==> src/rtl/fetch_stage_unit.sv <==
// ---------------------------------------------------------------------------
// fetch_stage_unit
//
// Instruction-fetch stage. Owns the program counter, issues word fetches to
// instruction memory over a req/ack handshake, buffers the returned word and
// presents it together with its PC+4 to the IF/ID pipeline register. Honours
// IF/ID stalls (LE low) and redirects on taken branches, squashing any
// in-flight or buffered wrong-path fetch.
//
// Ports:
//   Clk            pipeline clock, all state updates on posedge
//   R              asynchronous active-low reset
//   LE             IF/ID load enable (0 = stall, hold buffered instruction)
//   branch_taken   taken-branch redirect, valid this cycle
//   branch_target  redirect address (bits [1:0] forced to 0)
//   imem_req       fetch request to instruction memory
//   imem_addr      fetch address, stable while imem_req=1 and imem_ack=0
//   imem_ack       memory completes the request this cycle
//   imem_rdata     fetched instruction word
//   instr_out      instruction to IF/ID (0 when no valid instruction)
//   next_pc_out    PC+4 of instr_out (0 when no valid instruction)
//   instr_valid    instr_out / next_pc_out carry a real instruction
//   pc             current PC, for debug
// ---------------------------------------------------------------------------
module fetch_stage_unit #(
    parameter logic [31:0] RESET_PC = 32'h0000_0000
) (
    input  logic        Clk,
    input  logic        R,
    input  logic        LE,
    input  logic        branch_taken,
    input  logic [31:0] branch_target,
    output logic        imem_req,
    output logic [31:0] imem_addr,
    input  logic        imem_ack,
    input  logic [31:0] imem_rdata,
    output logic [31:0] instr_out,
    output logic [31:0] next_pc_out,
    output logic        instr_valid,
    output logic [31:0] pc
);

    typedef enum logic [1:0] {
        IDLE  = 2'd0,
        FETCH = 2'd1,
        VALID = 2'd2
    } state_t;

    state_t      state, state_next;
    logic [31:0] redirect_pc;
    logic [31:0] instr_buf;
    logic        squash;
    logic [31:0] target_aligned;
    logic [31:0] pc_plus4;

    assign target_aligned = branch_target & ~32'h3;
    assign pc_plus4       = pc + 32'd4;   // wraps modulo 2^32

    // -----------------------------------------------------------------------
    // State register
    // -----------------------------------------------------------------------
    // NOTE: state is updated with non-blocking assignments so every register
    // samples pre-edge values regardless of process ordering.
    always_ff @(posedge Clk or negedge R) begin
        if (!R) begin
            state <= IDLE;
        end else begin
            state <= state_next;
        end
    end

    // -----------------------------------------------------------------------
    // Next-state logic
    // -----------------------------------------------------------------------
    // NOTE: state_next gets a default before the case so no path leaves it
    // unassigned, which would otherwise infer a latch.
    always_comb begin
        state_next = state;
        unique case (state)
            IDLE:  state_next = FETCH;
            // A squashed or redirected ack stays in FETCH to issue the new
            // address next cycle; only a clean ack delivers an instruction.
            FETCH: if (imem_ack && !squash && !branch_taken) state_next = VALID;
            VALID: if (branch_taken || LE) state_next = FETCH;
            default: state_next = IDLE;
        endcase
    end

    // -----------------------------------------------------------------------
    // Datapath registers
    // -----------------------------------------------------------------------
    // NOTE: every register here, including the instruction buffer, is reset
    // so the bubble/reset encodings are well defined from the first cycle.
    always_ff @(posedge Clk or negedge R) begin
        if (!R) begin
            pc          <= RESET_PC;
            redirect_pc <= 32'h0;
            instr_buf   <= 32'h0;
            squash      <= 1'b0;
        end else begin
            unique case (state)
                FETCH: begin
                    if (imem_ack) begin
                        if (squash || branch_taken) begin
                            // Wrong-path data: drop it and retarget.
                            pc     <= branch_taken ? target_aligned : redirect_pc;
                            squash <= 1'b0;
                        end else begin
                            instr_buf <= imem_rdata;
                        end
                    end else if (branch_taken) begin
                        // Request is in flight; the address must stay stable
                        // until ack, so remember where to go afterwards.
                        redirect_pc <= target_aligned;
                        squash      <= 1'b1;
                    end
                end
                VALID: begin
                    // Branch wins over LE: the buffered word is wrong-path.
                    if (branch_taken) begin
                        pc <= target_aligned;
                    end else if (LE) begin
                        pc <= pc_plus4;
                    end
                end
                default: ;
            endcase
        end
    end

    // -----------------------------------------------------------------------
    // Outputs: decoded from state and registers only
    // -----------------------------------------------------------------------
    assign imem_req    = (state == FETCH);
    assign imem_addr   = (state == FETCH) ? pc : 32'h0;
    assign instr_valid = (state == VALID);
    // Invalid cycles present a zero bubble, matching the IF/ID reset value.
    assign instr_out   = (state == VALID) ? instr_buf : 32'h0;
    assign next_pc_out = (state == VALID) ? pc_plus4  : 32'h0;

endmodule

==> config.mk <==
export PLATFORM = sky130hd
export DESIGN_NAME = fetch_stage_unit
export DESIGN_NICKNAME = d
export VERILOG_FILES = /design/src/rtl/fetch_stage_unit.sv
export SDC_FILE = /design/constraint.sdc
export NUM_CORES = 1
export LEC_CHECK = 0
export ABC_CLOCK_PERIOD_IN_PS = 2400
export CORE_MARGIN = 10
export CORE_UTILIZATION = 47
export CTS_BUF_LIST = sky130_fd_sc_hd__clkbuf_8
export DETAILED_ROUTE_END_ITERATION = 12
export PLACE_DENSITY = 0.83
export REMOVE_ABC_BUFFERS = 1
export SETUP_SLACK_MARGIN = 0.4
export SLEW_MARGIN = 15
export SYNTH_ARGS = -nofsm -noshare
export SYNTH_HDL_FRONTEND = slang
export SYNTH_SLANG_ARGS = --single-unit
export TNS_END_PERCENT = 100
==> constraint.sdc <==
create_clock -name Clk -period 2.4 [get_ports Clk]
set_clock_uncertainty 0.15 [all_clocks]
set_input_delay 0.24 -clock Clk [delete_from_list [all_inputs] [get_ports Clk]]
set_output_delay 0.24 -clock Clk [all_outputs]
set_load 0.05 [all_outputs]
==> impl_results.md, run 1 <==
* Sequential fraction of the synthesis area at 43.7%
* Crit path kind: reg -> out
* Ys async rst share at 100%
* Unrepaired setup endpoints after global routing: true
* Initial detailed-routing violation count at 752
* Slew headroom at 53.5%
* Slew of the pin with the lowest slew margin at 0.697 ns
* DR WL/cell at 22.7 µm
* Sw power at 5.26 mW
* Final slew viol count at 0
* R2R Setup Slk at 0.16 ns
* Initial core utilization at 47.6%
* Comb pwr share at 63.8%
* Final setup viols at 19
* Failing checks: negative setup slack
* Grt met2 use at 41.1%
* Top cells by count, synth: dfrtp_1 (99), and2_1 (75), mux2_2 (63)
* Gr busiest metal: met2
* Ys Warns at 0
* Cell-internal power at 5.97 mW
* Min Tclk post-route at 2.58 ns
* Synthesized area per cell at 9.41 µm²
* DIE AREA at 16900 µm²
* Cell Chain, Critical Path: nand2_1, nor4_4, buf_4, nand4_1, xnor2_1, nor2_2, buf_12
* Primary FF master, synth: dfrtp_1
* Power Density at 1130 nW/µm²
* Chip width at 130 µm
* Total Routing Usage GR at 24.0%
* Final HPWL DP at 14700 µm
* Overflow after GRT at 0
* Synth Register Bits at 99
* Startpoint types: flop
* Global-route wire length before repair at 32300 µm
* Site Rows at 40
* Critical Path AT at 2.19 ns
* Placer Congestion at 0.859
* Net Sw Frac at 46.9%
* Final Cycle Share at 107%
* Mapped Cells at 603
* Clk sinks at 99
* Critical Path RT at 2.01 ns
* P_leak at 4.39 nW
* Vias at 5936
* PortBufs at 196
* H-tree Lvls at 3
* Clock power share at 9.2%
* CP max stage cell: dfrtp_1
* Max-cap violations at 0
* Drt total wl at 22800 µm
* Initial antenna violation count at 0
* CP endpoint kind: primary output
* Die Height at 130 µm
* Setup TNS Final at -1.59 ns
* Yosys top cell area share at 43.7%
* Count of final hold-check violations at 0
* Fin nets at 921
* Hold_ws at 0.254 ns
* Area growth, synth to finish at 75.9%
* Hold Crit Class: in -> reg
* IO Count at 199
* Longest Clk Path Bufs at 2
* Met3 Use GR at 9.90%
* Worst-skew pair later-pin latency at 0.38 ns
* CTS tree: yes
* Grt met1 use at 26.5%
* Cell with the most instances after synthesis: dfrtp_1
* Root Buffer: clkbuf_8
* Outcome: finished with violations
* Share of cells above drive strength 1 at 45.1%
* CTS clock-pin slew for the worst setup and hold paths at 0.09 ns
* EDFF count, synth at 0
* Flop pwr share at 27.0%
* Mapped cell area at 5670 µm²
* Core Area at 11900 µm²
* Distinct cells, synth at 43
* DRC Markers at 0
* Routed Antenna Nets at 0
* Vias in the first global route at 6095
* Leading area contributor after synthesis: dfrtp_1
* Max incr delay on CP at 0.53 ns
* Setup slack after layout at -0.178 ns
* # diodes at 0
* Largest cells by area after synthesis: dfrtp_1 (44%), mux2_2 (13%), and2_1 (8.3%)
* Num CTS Buffers at 9
* Crit path max fanout at 7
* Fin util at 83.8%
* FMAX at 0.388 GHz
* Routed vias/inst at 5.92
* Worst vdd ir at 0.000606 V
* Initial DRT Pass Iterations at 5
* Pin count of the biggest net entering global routing at 100
-- per-layer routing --
layer,vias to the layer above,share of wire [%]
met4,0,3.1
met5,-,0
li1,2597,-
met1,2951,36
met2,323,50
met3,65,11
-- area by class of cell --
class / instances / area, µm²
inverters: 14 / 65.1
fillers: 623 / 1930
clock buffers: 11 / 151
repair buffers: 285 / 3680
flip-flops and latches: 99 / 2480
clock inverters: 5 / 28.8
multi-input cells: 442 / 3390
well taps: 147 / 184
-- sequential cells by signal, indices dropped and copies added (netlist names) --
name	cells
instr_buf	32
squash	1
state	2
pc	32
redirect_pc	32
-- cell families (layout without fill, tap and decap cells) --
logic type                 count (synthesis)  count (layout)  synth area share (%)
AOI/OAI and AO/OA                        117             117                  12.9
xor gates and xnor gates                  28              28                  4.32
adders and majority gates                  1               1                 0.220
buffers and inverters                     62             315                  4.45
DFF                                       99              99                  43.7
muxes                                     63              63                  12.5
and+or+nand+nor                          233             233                  22.0
-- critical path, delay by kind of cell (launching register included) --
| kind | cells | cell delay (ns) |
|---|---|---|
| AND/OR/NAND/NOR | 4 | 0.72 |
| flip-flops | 1 | 0.53 |
| buffers and inverters | 2 | 0.35 |
| XOR/XNOR | 1 | 0.20 |
-- layout by cell type, fill, tap and decap left out, types with 3 or more instances in the layout --
master           count
xnor2_1             18
nor2_1              32
nor3_1               3
buf_12              91
nand3_2              6
clkbuf_8            11
and2_4              59
a22o_1               3
nand3_4              3
dfrtp_1             97
mux2_2              63
clkdlybuf4s50_1     64
nand2_1             37
and2_1              16
a221oi_1             6
a22oi_1              3
inv_1               14
o2bb2ai_1            7
nor2b_1              4
buf_6               15
xnor2_2              5
dlygate4sd2_1       30
clkbuf_16            7
nand4_1              8
nor2_2              22
o22ai_1              9
xor2_1               3
o21ai_0             37
a21oi_1             25
o31a_1               7
buf_4               73
a31oi_1              8
nand3_1              5
and3_1              15
-- through the flow --
stage               instances  worst slack, ns  power [mW]  cell area, µm²
global route             1003           -0.301        11.7            9980
finish                   1003           -0.178        11.2            9980
global placement          940           0.0137        9.19            8810
floorplan                 555            -1.70        6.52            5470
detailed placement        940          -0.0254        9.45            8810
CTS                       975           -0.121        10.5            9330
-- what timing repair did --
item                       4_1_cts  5_1_grt
setup endpoints to repair      143      106
hold buffers                     1        0
pin swaps                       21       30
hold endpoints to repair        99        0
setup buffers                   17       22
resized for setup               90      102
gates cloned                     1        6
-- final timing paths --
path                                             end                 startpoint  depth (start not counted)
min in group asynchronous  instr_buf[19]$_DFFE_PN0P_                          R                          3
min reg2reg                instr_buf[18]$_DFFE_PN0P_  instr_buf[18]$_DFFE_PN0P_                          1
max reg2reg                       pc[29]$_DFFE_PN0P_          pc[2]$_DFFE_PN0P_                          8
max                                  next_pc_out[31]         pc[26]$_DFFE_PN0P_                          7
max in group asynchronous       state[1]$_DFFE_PN0P_                          R                          3
min                               squash$_DFFE_PN0P_               branch_taken                          3
-- power by group through the flow --
stage | logic, mW | registers, mW | clock network [mW]
floorplan | 2.70 | 3.82 | 0
global placement | 6.32 | 2.87 | 0
global route | 7.49 | 3.11 | 1.11
CTS | 6.50 | 2.95 | 1.05
finish | 7.17 | 3.04 | 1.03
detailed placement | 6.49 | 2.95 | 0
(Power assumes the default switching activity.)
==> run 2: changes to the inputs <==
Settings changed: CORE_UTILIZATION 47 to 66, DONT_BUFFER_PORTS from default to 1, PLACE_DENSITY 0.83 to 0.82.
==> run 2 against run 1 <==
Compared with the run above:
- the flow now stops in clock tree synthesis (4_1_cts)
- synthesized cell count is the same
- synthesized area unchanged
==> impl_results.md, run 2 <==
* Die Height at 113 µm (was 130 µm)
* H-tree Lvls at 3 (unchanged)
* Ys Warns at 0 (unchanged)
* Mapped cell area at 5670 µm² (unchanged)
* Post-synthesis mux area share at 12.5% (unchanged)
* Synth Area in Simple Gates at 22.0% (unchanged)
* Hold_buf cts at 66 (was 1)
* Compound-Gate Fraction of Synth Area at 12.9% (unchanged)
* Outcome: aborted with a tool error (was finished with violations)
* Post-CTS setup buffer count at 34 (was 17)
* IO Count at 199 (unchanged)
* Yosys top cell area share at 43.7% (unchanged)
* Synth Register Bits at 99 (unchanged)
* Top cells by count, synth: dfrtp_1 (99), and2_1 (75), mux2_2 (63) (unchanged)
* Final HPWL DP at 13200 µm (was 14700 µm)
* PortBufs at 0 (was 196)
* Placer Congestion at 0.876 (was 0.859)
* Largest cells by area after synthesis: dfrtp_1 (44%), mux2_2 (13%), and2_1 (8.3%) (unchanged)
* PostCTS Resize Cnt at 222 (was 90)
* Area after DPL at 7120 µm² (was 8810 µm²)
* Synthesized area per cell at 9.41 µm² (unchanged)
* Primary FF master, synth: dfrtp_1 (unchanged)
* Largest family of logic cells by synthesized area: simple AND/OR/NAND/NOR gates (unchanged)
* Sequential fraction of the synthesis area at 43.7% (unchanged)
* Chip width at 113 µm (was 130 µm)
* Num CTS Buffers at 9 (unchanged)
* Ys async rst share at 100% (unchanged)
* Failing step: clock tree synthesis (4_1_cts)
* Site Rows at 33 (was 40)
* Post-Synth XOR/XNOR Area at 4.32% (unchanged)
* Clk sinks at 99 (unchanged)
* EDFF count, synth at 0 (unchanged)
* Distinct cells, synth at 43 (unchanged)
* Longest Clk Path Bufs at 2 (unchanged)
* Root Buffer: clkbuf_8 (unchanged)
* Leading area contributor after synthesis: dfrtp_1 (unchanged)
* Cell with the most instances after synthesis: dfrtp_1 (unchanged)
* Adder-Cell Fraction of Synth Area at 0.221% (unchanged)
* Mapped Cells at 603 (unchanged)
* Tool Error: [ERROR DPL-0038] Utilization greater than 100%, impossible to legalize
* Initial core utilization at 68.4% (was 47.6%)
-- run 2: cell counts after synthesis --
Identical to the previous run, type by type.
-- run 2: cells by family after synthesis --
kind of cell,count (synthesis)
AND/OR/NAND/NOR,233
AO/OA/AOI/OAI,117
flip-flops,99
multiplexers,63
buffers and inverters,62
XOR/XNOR,28
adder cells (fa/ha/maj),1
-- run 2: per-stage QoR --
| stage | cells | setup slack [ns] | utilization, % |
|---|---|---|---|
| detailed placement | 803 | 0.0689 | 85.8 |
| global placement | 803 | 0.146 | 85.8 |
| floorplan | 555 | -1.70 | - |
==> run 3: changes to the inputs <==
Settings changed: CORE_UTILIZATION 66 to 40, CTS_BUF_LIST sky130_fd_sc_hd__clkbuf_8 to default, PLACE_DENSITY 0.82 to default, PLACE_DENSITY_LB_ADDON from default to 0.15, SETUP_SLACK_MARGIN 0.4 to default.
==> run 3 against run 2 <==
Compared with the run above:
- the flow now finishes, with violations (negative hold slack, negative setup slack)
==> impl_results.md, run 3 (synthesized netlist as in run 1, its figures left out) <==
* Outcome: finished with violations (was aborted with a tool error)
* Failing checks: negative hold slack, negative setup slack
* Most frequent cells in the layout: dfrtp_1 (96), and2_1 (73), buf_4 (72)
* Hold Crit Class: in -> async
* Drt total wl at 19500 µm
* IO Count at 199 (unchanged)
* Slew headroom at 20.5%
* DP Cell Count at 852 (was 803)
* Site Rows at 43 (was 33)
* H-tree Lvls at 3 (unchanged)
* Final setup viols at 15
* Vias in the first global route at 5543
* Chip width at 139 µm (was 113 µm)
* Fin util at 61.2%
* Final slew viol count at 0
* Initial antenna violation count at 0
* Top routing layer used: met4
* Critical Path RT at 2.01 ns
* Num CTS Buffers at 9 (unchanged)
* Unrepaired setup endpoints after global routing: true
* Min Tclk post-route at 2.49 ns
* Commonest non-fill, non-tap cell in the layout: dfrtp_1
* CTS tree: yes
* Core Area at 13900 µm²
* Biggest regs: instr_buf (32), pc (32), redirect_pc (32)
* Initial core utilization at 40.9% (was 68.4%)
* CTS clock-pin slew for the worst setup and hold paths at 0.07 ns
* Vias at 5296
* Crit path kind: reg -> out
* Final HPWL DP at 12900 µm (was 13200 µm)
* # diodes at 0
* Count of final hold-check violations at 99
* Area growth, synth to finish at 49.7%
* Overflow after GRT at 0
* Slew of the pin with the lowest slew margin at 1.19 ns
* Max-cap violations at 0
* Flip-flop and latch area at 2480 µm²
* Max incr delay on CP at 0.40 ns
* Multi-input logic area at 3150 µm²
* DR WL/cell at 20.3 µm
* Hold_ws at -0.575 ns
* Crit path max fanout at 6
* Worst vdd ir at 0.000455 V
* Clk sinks at 99 (unchanged)
* Hold_buf cts at 67 (was 66)
* Overall power at 9.66 mW
* Global-route wire length before repair at 31300 µm
* Startpoint types: flop
* P_leak at 3.67 nW
* Routed vias/inst at 5.53
* FMAX at 0.402 GHz
* Root Buffer: clkbuf_16 (was clkbuf_8)
* DRC Markers at 0
* Initial detailed-routing violation count at 455
* Met1 wire length at 7770 µm
* PortBufs at 0 (unchanged)
* CP max stage cell: dfrtp_1
* Fin nets at 843
* Power Density at 1140 nW/µm²
* Initial DRT Pass Iterations at 4
* Total Routing Usage GR at 19.6%
* DIE AREA at 19300 µm²
* R2R Setup Slk at 0.19 ns
* Routed Antenna Nets at 0
* Placer Congestion at 0.818 (was 0.876)
* Die Height at 139 µm (was 113 µm)
* Met2 WL at 9310 µm
* Worst-skew pair later-pin latency at 0.35 ns
* Filler instances at 1156
* Setup slack after layout at -0.0855 ns
* Met3 WL at 2070 µm
* CP endpoint kind: primary output
* Share of cells above drive strength 1 at 32.8%
* Finished Layout Cells at 958
* Cell Chain, Critical Path: buf_6, and3_4, and4_4, and3_4, xnor2_1, nor2_1, buf_6
* Final Cycle Share at 104%
* Pin count of the biggest net entering global routing at 100
* Critical Path AT at 2.10 ns
* Longest Clk Path Bufs at 2 (unchanged)
[run 3: worst paths after layout]
| path | to | startpoint | depth (start not counted) |
|---|---|---|---|
| setup / recovery | next_pc_out[19] | pc[3]$_DFFE_PN0P_ | 7 |
| hold / removal | redirect_pc[12]$_DFFE_PN0P_ | R | 0 |
| setup reg to reg | pc[20]$_DFFE_PN0P_ | pc[2]$_DFFE_PN0P_ | 9 |
| hold reg to reg | instr_buf[25]$_DFFE_PN0P_ | instr_buf[25]$_DFFE_PN0P_ | 1 |
| max in group asynchronous | instr_buf[30]$_DFFE_PN0P_ | R | 0 |
| min in group Clk | pc[21]$_DFFE_PN0P_ | branch_taken | 2 |
[run 3: layout make-up]
cell class	instances	area share (%)
Tap cell	180	2.65
Clock inverter	5	0.619
Clock buffer	11	2.86
Timing Repair Buffer	207	26.9
Sequential cell	99	29.2
Inverter	14	0.619
Multi-Input combinational cell	442	37.1
[run 3: per-layer routing]
metal  vias up  global-route usage, %
met5         -                      0
li1       2430                      -
met4         0                   6.15
met1      2642                   22.9
met2       202                   31.5
met3        22                   9.01
[run 3: what timing repair did]
action / in CTS / in global routing
resized for setup: 53 / 24
setup endpoints to repair: 21 / 23
endpoints found under the hold margin: 177 / 99
pin swaps: 9 / 9
setup buffers: 17 / 6
[run 3: worst max-delay path, delay by kind of cell (launching register included)]
kind                      cells  cell delay (ns)
DFF                           1             0.40
xor gates and xnor gates      1             0.06
and+or+nand+nor               4             0.89
buffers and inverters         2             0.39
[run 3: report_power, final]
part | leakage (nW) | internal [mW] | switching (mW)
Clock | 0.145 | 0.833 | 0.657
Combinational | 2.33 | 1.77 | 3.48
Sequential | 1.19 | 2.41 | 0.512
[run 3: stage by stage]
step                      cell area (µm²)  TNS (ns)  setup slack (ns)
after global placement               7030         0            0.0435
after global routing                 8490     -2.36            -0.166
after CTS                            8350    -0.391           -0.0913
after floorplan                      5470   -194.03             -1.70
after detailed placement             7030         0           0.00513
final                                8490    -0.613           -0.0855
==> run 4: changes to the inputs <==
Settings changed: CORE_ASPECT_RATIO from default to 0.8, PLACE_DENSITY_LB_ADDON 0.15 to default, RECOVER_POWER from default to 50.
==> run 4 against run 3 <==
Compared with the run above:
- the flow still finishes with violations (negative hold slack, negative setup slack)
- global-route usage is 0.64 points higher
- non-clock buffer count is 32 higher
- combinational power is 5.5% higher
- via count is 1.7% higher
- routed wire length is 3.6% higher
- worst setup slack worse by 0.025 ns
- hold slack better by 0.0043 ns
- final area is 2.9% higher
- fmax is 1.0% lower
- total power is 2.7% higher
- largest cell class unchanged
- largest power group unchanged
==> impl_results.md, run 4 (synthesized netlist as in run 1, its figures left out) <==
* Area growth, synth to finish at 54.1% (was 49.7%)
* Routed vias/inst at 5.45 (was 5.53)
* Clk sinks at 99 (unchanged)
* Site Rows at 38 (was 43)
* Count of final hold-check violations at 99 (unchanged)
* Fin nets at 875 (was 843)
* Most common cell on crit path: buf_6
* Startpoint types: flop (unchanged)
* Outcome: finished with violations (unchanged)
* Crit path kind: reg -> out (unchanged)
* Max-cap violations at 0 (unchanged)
* Initial DRT Pass Iterations at 4 (unchanged)
* Vias at 5388 (was 5296)
* Final setup viols at 16 (was 15)
* Setup TNS Final at -0.922 ns (was -0.613 ns)
* Pin count of the biggest net entering global routing at 100 (unchanged)
* Final slew viol count at 0 (unchanged)
* Global-route wire length before repair at 31900 µm (was 31300 µm)
* DRC Markers at 0 (unchanged)
* Crit path max fanout at 6 (unchanged)
* CP max stage cell: dfrtp_1 (unchanged)
* Root Buffer: clkbuf_16 (unchanged)
* Finished Layout Cells at 989 (was 958)
* CP endpoint kind: primary output (unchanged)
* Unrepaired setup endpoints after global routing: true (unchanged)
* Setup slack after layout at -0.111 ns (was -0.0855 ns)
* Slew headroom at 20.8% (was 20.5%)
* Most frequent cells in the layout: dfrtp_1 (94), buf_4 (86), and2_1 (73) (was dfrtp_1 (96), and2_1 (73), buf_4 (72))
* Multi-input logic area at 3200 µm² (was 3150 µm²)
* Power Density at 1140 nW/µm² (about the same)
* Final Cycle Share at 105% (was 104%)
* Die Height at 127 µm (was 139 µm)
* Final HPWL DP at 13200 µm (was 12900 µm)
* Initial core utilization at 41.3% (was 40.9%)
* H-tree Lvls at 3 (unchanged)
* Longest Clk Path Bufs at 2 (unchanged)
* Initial antenna violation count at 0 (unchanged)
* Worst-skew pair later-pin latency at 0.35 ns (about the same)
* Max incr delay on CP at 0.42 ns (was 0.40 ns)
* DR WL/cell at 20.4 µm (was 20.3 µm)
* Cell Chain, Critical Path: ha_4, nand4_4, nor4_4, buf_6, buf_4, nand3_4, xnor2_1, nor2_1, buf_6 (was buf_6, and3_4, and4_4, and3_4, xnor2_1, nor2_1, buf_6)
* PortBufs at 0 (unchanged)
* Slew of the pin with the lowest slew margin at 1.18 ns (was 1.19 ns)
* Commonest non-fill, non-tap cell in the layout: dfrtp_1 (unchanged)
* Top delay family on crit path: simple AND/OR/NAND/NOR gates (unchanged)
* Routed Antenna Nets at 0 (unchanged)
* Vias in the first global route at 5642 (was 5543)
* Failing checks: negative hold slack, negative setup slack (unchanged)
* Num CTS Buffers at 9 (unchanged)
* P_leak at 3.81 nW (was 3.67 nW)
* DP Cell Count at 878 (was 852)
* Biggest regs: instr_buf (32), pc (32), redirect_pc (32) (unchanged)
* Chip width at 153 µm (was 139 µm)
* DIE AREA at 19400 µm² (was 19300 µm²)
* Placer Congestion at 0.802 (was 0.818)
* Filler instances at 1122 (was 1156)
* IO Count at 199 (unchanged)
* Overall power at 9.93 mW (was 9.66 mW)
* Drt total wl at 20200 µm (was 19500 µm)
* Critical Path AT at 2.12 ns (was 2.10 ns)
* Min Tclk post-route at 2.51 ns (was 2.49 ns)
* Core Area at 13700 µm² (was 13900 µm²)
* CTS tree: yes (unchanged)
* Overflow after GRT at 0 (unchanged)
* CP Buf/Inv Count at 3 (was 2)
* Hold_ws at -0.571 ns (was -0.575 ns)
* Flip-flop and latch area at 2480 µm² (about the same)
* CTS clock-pin slew for the worst setup and hold paths at 0.07 ns (about the same)
* Hold Crit Class: in -> async (unchanged)
* Hold_buf cts at 68 (was 67)
* FMAX at 0.398 GHz (was 0.402 GHz)
* Share of cells above drive strength 1 at 34.5% (was 32.8%)
* Total Routing Usage GR at 20.3% (was 19.6%)
* Worst vdd ir at 0.000809 V (was 0.000455 V)
* Critical Path RT at 2.01 ns (about the same)
* Initial detailed-routing violation count at 269 (was 455)
* # diodes at 0 (unchanged)
-- run 4: cell types whose count changed in the layout (fill, tap and decap cells not counted), sizes merged --
cell / previous run / this run
clkbuf: 11 / 22
buf: 140 / 158
clkinv: 3 / 0
bufinv: 1 / 0
clkinvlp: 1 / 3
dlygate4sd3: 67 / 68
inv: 14 / 17
-- run 4: report_power, final --
group          internal, mW  switching, mW
registers              2.42          0.574
clock network         0.709          0.685
logic                  2.00           3.55
-- run 4: repair_timing --
item                                   in CTS  in global routing
setup endpoints to repair                  22                 84
buffers inserted                           17                 12
pin swaps                                   9                  8
endpoints found under the hold margin     176                 99
resized for setup                          59                 32
-- run 4: area by class of cell --
| class | instances | share of cell area, % |
|---|---|---|
| tap | 180 | 2.58 |
| inverter | 14 | 0.601 |
| multi-input combinational | 442 | 36.6 |
| sequential | 99 | 28.4 |
| timing repair buffer | 239 | 28.7 |
| clock inverter | 6 | 0.558 |
| clock buffer | 9 | 2.58 |
-- run 4: worst reg2reg max path, delay by kind of cell, from the launching register on --
family                 cells  cell delay, ns
AOI/OAI and AO/OA          3            0.36
DFF                        1            0.41
and+or+nand+nor            2            0.29
buffers and inverters      2            0.99
-- run 4: through the flow --
stage	worst slack, ns	util [%]	instance area (µm²)
6_report	-0.111	63.6	8740
5_1_grt	-0.204	63.6	8740
4_1_cts	-0.0921	62.4	8580
3_5_place_dp	0.0191	52.7	7240
3_3_place_gp	0.0420	52.7	7240
2_1_floorplan	-1.70	-	5470
-- run 4: layer usage --
layer	up-vias	share of wire, %	global-route usage (%)
met1	2625	39	22.9
met2	220	47	33.1
met4	0	1.7	5.94
met5	-	0	0
li1	2515	-	-
met3	28	11	10.4
-- run 4: worst paths after layout --
path | cells after the start | slack, ns | end | startpoint
worst max-delay path | 9 | -0.11 | next_pc_out[24] | pc[3]$_DFFE_PN0P_
worst min-delay path | 0 | -0.57 | redirect_pc[16]$_DFFE_PN0P_ | R
worst max register to register | 7 | 0.09 | pc[2]$_DFFE_PN0P_ | state[0]$_DFFE_PN0P_
worst min register to register | 1 | 0.35 | instr_buf[16]$_DFFE_PN0P_ | instr_buf[16]$_DFFE_PN0P_
max in group asynchronous | 0 | 2.46 | redirect_pc[7]$_DFFE_PN0P_ | R
min in group Clk | 3 | 0.01 | pc[3]$_DFFE_PN0P_ | branch_target[3]
